$ cat src/rtl/counter_run_ctrl.sv
// counter_run_ctrl
// ----------------
// Run controller for the free-running counter datapath. It converts three
// active-low push-buttons into start, pause and clear commands. It steps a
// prescaled N-bit count register through an IDLE/RUN/PAUSE/DONE state
// machine, and the count stops at a latched terminal value.
//
// Parameters:
//   N    count register width (1..32)
//   DIV  CLOCK_50 cycles per count step (>= 2)
//
// Ports:
//   CLOCK_50  in   system clock, rising edge
//   Reset     in   asynchronous, active-high reset
//   KEY[2:0]  in   active-low raw buttons: [0] start/resume, [1] pause, [2] clear
//   Limit     in   terminal count, latched when a start is taken from IDLE or DONE
//   Count     out  current count
//   State     out  IDLE=00, RUN=01, PAUSE=10, DONE=11
//   Running   out  high while State==RUN
//   Done      out  terminal indication
//
// Build option COUNTER_RUN_CTRL_AUTORELOAD_EN:
//   Defined:   a terminal tick wraps Count to 0, stays in RUN, and pulses
//              Done for one cycle.
//   Undefined: a terminal tick enters DONE, and Done is a level while in DONE.

module counter_run_ctrl #(
    parameter int N   = 8,
    parameter int DIV = 50000000
) (
    input  logic         CLOCK_50,
    input  logic         Reset,
    input  logic [2:0]   KEY,
    input  logic [N-1:0] Limit,
    output logic [N-1:0] Count,
    output logic [1:0]   State,
    output logic         Running,
    output logic         Done
);

    localparam int            PW       = (DIV > 1) ? $clog2(DIV) : 1;
    localparam logic [PW-1:0] PRE_LAST = PW'(DIV - 1);

    typedef enum logic [1:0] {
        S_IDLE  = 2'b00,
        S_RUN   = 2'b01,
        S_PAUSE = 2'b10,
        S_DONE  = 2'b11
    } state_t;

    // Button front end. The flops reset high (released), so no event can
    // appear when Reset is removed.
    logic [2:0] key_meta_q, key_sync_q, key_prev_q;
    logic [2:0] key_fall;
    logic       start_ev, pause_ev, clear_ev;

    always_ff @(posedge CLOCK_50 or posedge Reset) begin
        if (Reset) begin
            key_meta_q <= 3'b111;
            key_sync_q <= 3'b111;
            key_prev_q <= 3'b111;
        end else begin
            key_meta_q <= KEY;
            key_sync_q <= key_meta_q;
            key_prev_q <= key_sync_q;
        end
    end

    // A high-to-low transition on a synchronised key is one press.
    assign key_fall = key_prev_q & ~key_sync_q;
    assign start_ev = key_fall[0];
    assign pause_ev = key_fall[1];
    assign clear_ev = key_fall[2];

    state_t        state_q, state_d;
    logic [N-1:0]  count_q, count_d;
    logic [N-1:0]  limit_q, limit_d;
    logic [PW-1:0] pre_q, pre_d;
    logic          running_q, running_d;
    logic          done_q, done_d;
`ifdef COUNTER_RUN_CTRL_AUTORELOAD_EN
    logic          reload_pulse;
`endif

    always_comb begin
        state_d = state_q;
        count_d = count_q;
        limit_d = limit_q;
        pre_d   = pre_q;
`ifdef COUNTER_RUN_CTRL_AUTORELOAD_EN
        reload_pulse = 1'b0;
`endif
        case (state_q)
            S_IDLE: begin
                count_d = '0;
                if (start_ev) begin
                    state_d = S_RUN;
                    limit_d = Limit;
                    pre_d   = '0;
                end
            end
            S_RUN: begin
                // A command takes precedence over a tick at the same edge.
                // A start in RUN is a no-op, so the tick still proceeds.
                if (clear_ev) begin
                    state_d = S_IDLE;
                    count_d = '0;
                    pre_d   = '0;
                end else if (pause_ev) begin
                    state_d = S_PAUSE;
                end else if (pre_q == PRE_LAST) begin
                    pre_d = '0;
                    if (count_q != limit_q) begin
                        count_d = count_q + N'(1);
                    end else begin
`ifdef COUNTER_RUN_CTRL_AUTORELOAD_EN
                        count_d      = '0;
                        reload_pulse = 1'b1;
`else
                        state_d = S_DONE;
`endif
                    end
                end else begin
                    pre_d = pre_q + PW'(1);
                end
            end
            S_PAUSE: begin
                if (clear_ev) begin
                    state_d = S_IDLE;
                    count_d = '0;
                    pre_d   = '0;
                end else if (start_ev) begin
                    // Resume from the held prescaler phase.
                    state_d = S_RUN;
                end
            end
            S_DONE: begin
                if (clear_ev) begin
                    state_d = S_IDLE;
                    count_d = '0;
                    pre_d   = '0;
                end else if (start_ev) begin
                    state_d = S_RUN;
                    count_d = '0;
                    pre_d   = '0;
                    limit_d = Limit;
                end
            end
            default: state_d = S_IDLE;
        endcase

        running_d = (state_d == S_RUN);
`ifdef COUNTER_RUN_CTRL_AUTORELOAD_EN
        done_d = reload_pulse;
`else
        done_d = (state_d == S_DONE);
`endif
    end

    always_ff @(posedge CLOCK_50 or posedge Reset) begin
        if (Reset) begin
            state_q   <= S_IDLE;
            count_q   <= '0;
            limit_q   <= '0;
            pre_q     <= '0;
            running_q <= 1'b0;
            done_q    <= 1'b0;
        end else begin
            state_q   <= state_d;
            count_q   <= count_d;
            limit_q   <= limit_d;
            pre_q     <= pre_d;
            running_q <= running_d;
            done_q    <= done_d;
        end
    end

    assign Count   = count_q;
    assign State   = state_q;
    assign Running = running_q;
    assign Done    = done_q;

endmodule

$ cat config.mk
export PLATFORM = sky130hd
export DESIGN_NAME = counter_run_ctrl
export DESIGN_NICKNAME = d
export VERILOG_FILES = /design/src/rtl/counter_run_ctrl.sv
export SDC_FILE = /design/constraint.sdc
export NUM_CORES = 1
export LEC_CHECK = 0
export ABC_AREA = 1
export CORE_ASPECT_RATIO = 0.8
export CORE_MARGIN = 2
export CORE_UTILIZATION = 55
export CTS_BUF_LIST = sky130_fd_sc_hd__clkbuf_4
export DETAILED_ROUTE_END_ITERATION = 8
export GPL_TIMING_DRIVEN = 0
export PLACE_DENSITY = 0.87
export SYNTH_ARGS = -nofsm -noshare
export SYNTH_HDL_FRONTEND = slang
export SYNTH_SLANG_ARGS = --single-unit
$ cat constraint.sdc
create_clock -name CLOCK_50 -period 3.1 [get_ports CLOCK_50]
set_input_delay 0.465 -clock CLOCK_50 [delete_from_list [all_inputs] [get_ports CLOCK_50]]
set_output_delay 0.465 -clock CLOCK_50 [all_outputs]
set_load 0.02 [all_outputs]
==> flow_summary.toml <==
[synthesis]
synth_seq_cells = 55
synthArstFlopShare_pct = 100
synth_fp_nets = 439
avgSynthCellArea_um2 = 7.54
ys_types = 34
syn_inst = 424
ys_top_cells_by_area = "dfrtp_1 (36%), nand2_1 (14%), dfstp_2 (7.4%), inv_1 (6.8%), nor2_1 (5.2%)"
synth_top_area_share_pct = 36.0
synth_edf_count = 0
syn_area_um2 = 3200
seq_area_frac_synth_pct = 43.4
yosys_most_used_dff = "dfrtp_1"
ys_warn_count = 0
synth_top_cell_by_area = "dfrtp_1"

[cells_and_area]
nets = 471
layout_common_cells = "nand2_1 (123), inv_1 (57), dfrtp_1 (46)"
drive_gt1_share_pct = 12.0
area_delta_synth_final_pct = 13.8
final_common_cell = "nand2_1"
num_antenna_cells = 0

[critical_path]
crit_cells = 1
start_kind = "register"
crit_slowest_cell = "clkdlybuf4s50_1"
r2r_slack_ns = 1.10
critical_path_required_ns = 2.63
reg2reg_from = "key_sync_q[2]$_DFF_PP1_"
criticalPathCategory = "reg -> out"
worst-path-buf-inv = 1
cp-endpoint = "State[1]"
r2r_end = "pre_q[16]$_DFFE_PP0P_"
critical_path.cell_chain = "clkdlybuf4s50_1"
r2r_cells = 8
cp.arrival_ns = 1.59
max_stage_delay_ns = 0.67
startpoint = "State[1]$_DFF_PP0_"
cp_top_family = "buffers and inverters"
crit_fanout = 8
cp-end-kind = "output port"

[cts]
cts_setup_buffers = 0
cts_resized = 0
cts-hold-fix-buffers = 0
cts_tree = "built"
root_buffer = "clkbuf_4"
htreeDepth = 2
clk_pin_slew_ns = 0.17
numClockSinks = 55
max-clock-path-buffers = 2
clock_latency_ns = 0.40
numCtsBuffers = 5

[power_and_ir_drop]
ir_drop_mv = 0.270
powerDensity_nw_per_um2 = 446
leakagePower_nw = 1.62

[floorplanning]
fp.dieH_um = 72.2
coreArea_um2 = 5530
row_count = 24
ios = 25
initial_core_util_pct = 57.8
die-area_um2 = 6440
dieWidth_um = 89.2

[grt]
grt_pass1_vias = 2762
grt_pass1_wl_mm = 12.1
grt_max_degree = 45
overflow = 0
grt_usage_pct = 24.1
antenna_found_initial = 0

[place]
detailed_place_hpwl_mm = 5.29
post-place-ws_ns = 1.11
io_buffers = 24
place_congestion = 0.944

[sta]
max_freq_mhz = 486
tightest_slew_ns = 0.563
setup_tns_ns = 0
finalHoldViolCount = 0
timing.final.crit_period_ns = 2.06
slew_headroom_pct = 62.3
rsz0062_at_grt = "no"
period_share_pct = 66.4
postLayoutSetupSlackWorst_ns = 1.04
setup_viol = 0
fin_skew_ns = 0.0221
drv_slew = 0

[route]
vias = 2819
drtPass1Iterations = 5
final_antenna_net_count = 0
drc = 0
routed_wl_mm = 7.06
drt-vias-per-instance = 5.27
drtIter0Drc = 247
drt-wirelength-per-cell_um = 13.2

[status]
outcome = "completed"

[min_path]
hold_path.class = "in -> async"

[flow_run]
drv_cap = 0
-- power breakdown --
part	total (W)	switching [W]	internal (W)
clock network	0.000410	0.000231	0.000179
registers	0.000833	0.0000503	0.000783
logic	0.000379	0.000240	0.000139
-- worst min path at each step --
stage	start	to	slack (ns)	cells after the start
floorplan	key_meta_q[0]$_DFF_PP1_	key_sync_q[0]$_DFF_PP1_	0.35	0
global placement	key_meta_q[1]$_DFF_PP1_	key_sync_q[1]$_DFF_PP1_	0.35	0
detailed placement	key_meta_q[2]$_DFF_PP1_	key_sync_q[2]$_DFF_PP1_	0.35	0
CTS	Reset	Count[0]$_DFFE_PP0P_	0.31	2
global route	Reset	Count[2]$_DFFE_PP0P_	0.31	2
finish	Reset	limit_q[3]$_DFFE_PP0P_	0.30	2
-- worst register-to-register path, stage by stage (launching register included) --
cell	delay, ns
dfstp_2	0.59
nor2_4	0.08
inv_1	0.12
nand3_1	0.11
nor2_1	0.46
nor2_4	0.11
o21ai_4	0.17
inv_4	0.12
o22ai_1	0.18
-- Yosys cell counts (2+ instances only) --
cell	count
a21oi_1	10
o21ai_1	14
nand2_1	123
nor2_1	44
xor2_1	11
nand3_2	2
nor2_8	2
o21ai_0	11
dfrtp_1	46
nand2_4	3
ha_1	2
nand4_1	5
nand2_2	2
nand3_1	28
o22ai_1	7
nand3b_1	2
nor2_2	8
nor3_1	13
inv_2	3
nor2_4	6
dfstp_2	9
o21ai_2	4
inv_1	58
-- state kept, by name (all words and copies together) (netlist names) --
register / flops
Running: 1
Count: 8
key_sync_q: 3
key_prev_q: 3
limit_q: 8
Done: 1
State: 2
key_meta_q: 3
pre_q: 26
-- area by class of cell --
class	instances	area, um^2
inverter	63	244
tap	78	97.6
sequential	55	1390
buffer	2	20.0
clock buffer	6	45.0
clock inverter	2	37.5
fill	471	1890
multi-input combinational	304	1540
timing repair buffer	25	260
-- per-layer routing --
layer,vias to the layer above,GRT usage (%),wire length (um)
met1,1328,33.5,3330
met3,9,5.57,475
met2,79,37.2,3170
li1,1403,-,-
met5,-,0,0
met4,0,8.62,83
-- cell families (layout without fill, tap and decap cells) --
family,count (synthesis),after routing,synth area share (%)
AOI/OAI and AO/OA,50,50,9.16
muxes,1,1,0.352
and+or+nand+nor,239,239,34.7
DFF,55,55,43.4
xor gates and xnor gates,12,12,3.29
buffers and inverters,65,98,8.26
adders and majority gates,2,2,0.783
-- metrics by stage --
stage / cell area [um^2] / total power (W) / hold slack (ns) / util (%) / std cells
final: 3640 / 0.00162 / 0.300 / 65.8 / 535
after global routing: 3640 / 0.00171 / 0.309 / 65.8 / 535
after CTS: 3640 / 0.00163 / 0.310 / 65.8 / 535
after detailed placement: 3550 / 0.00123 / 0.347 / 64.3 / 527
after global placement: 3530 / 0.00120 / 0.346 / 63.9 / 526
after floorplan: 3200 / 0.00110 / 0.345 / - / 424
No activity file was read; power rests on OpenSTA's default activity.
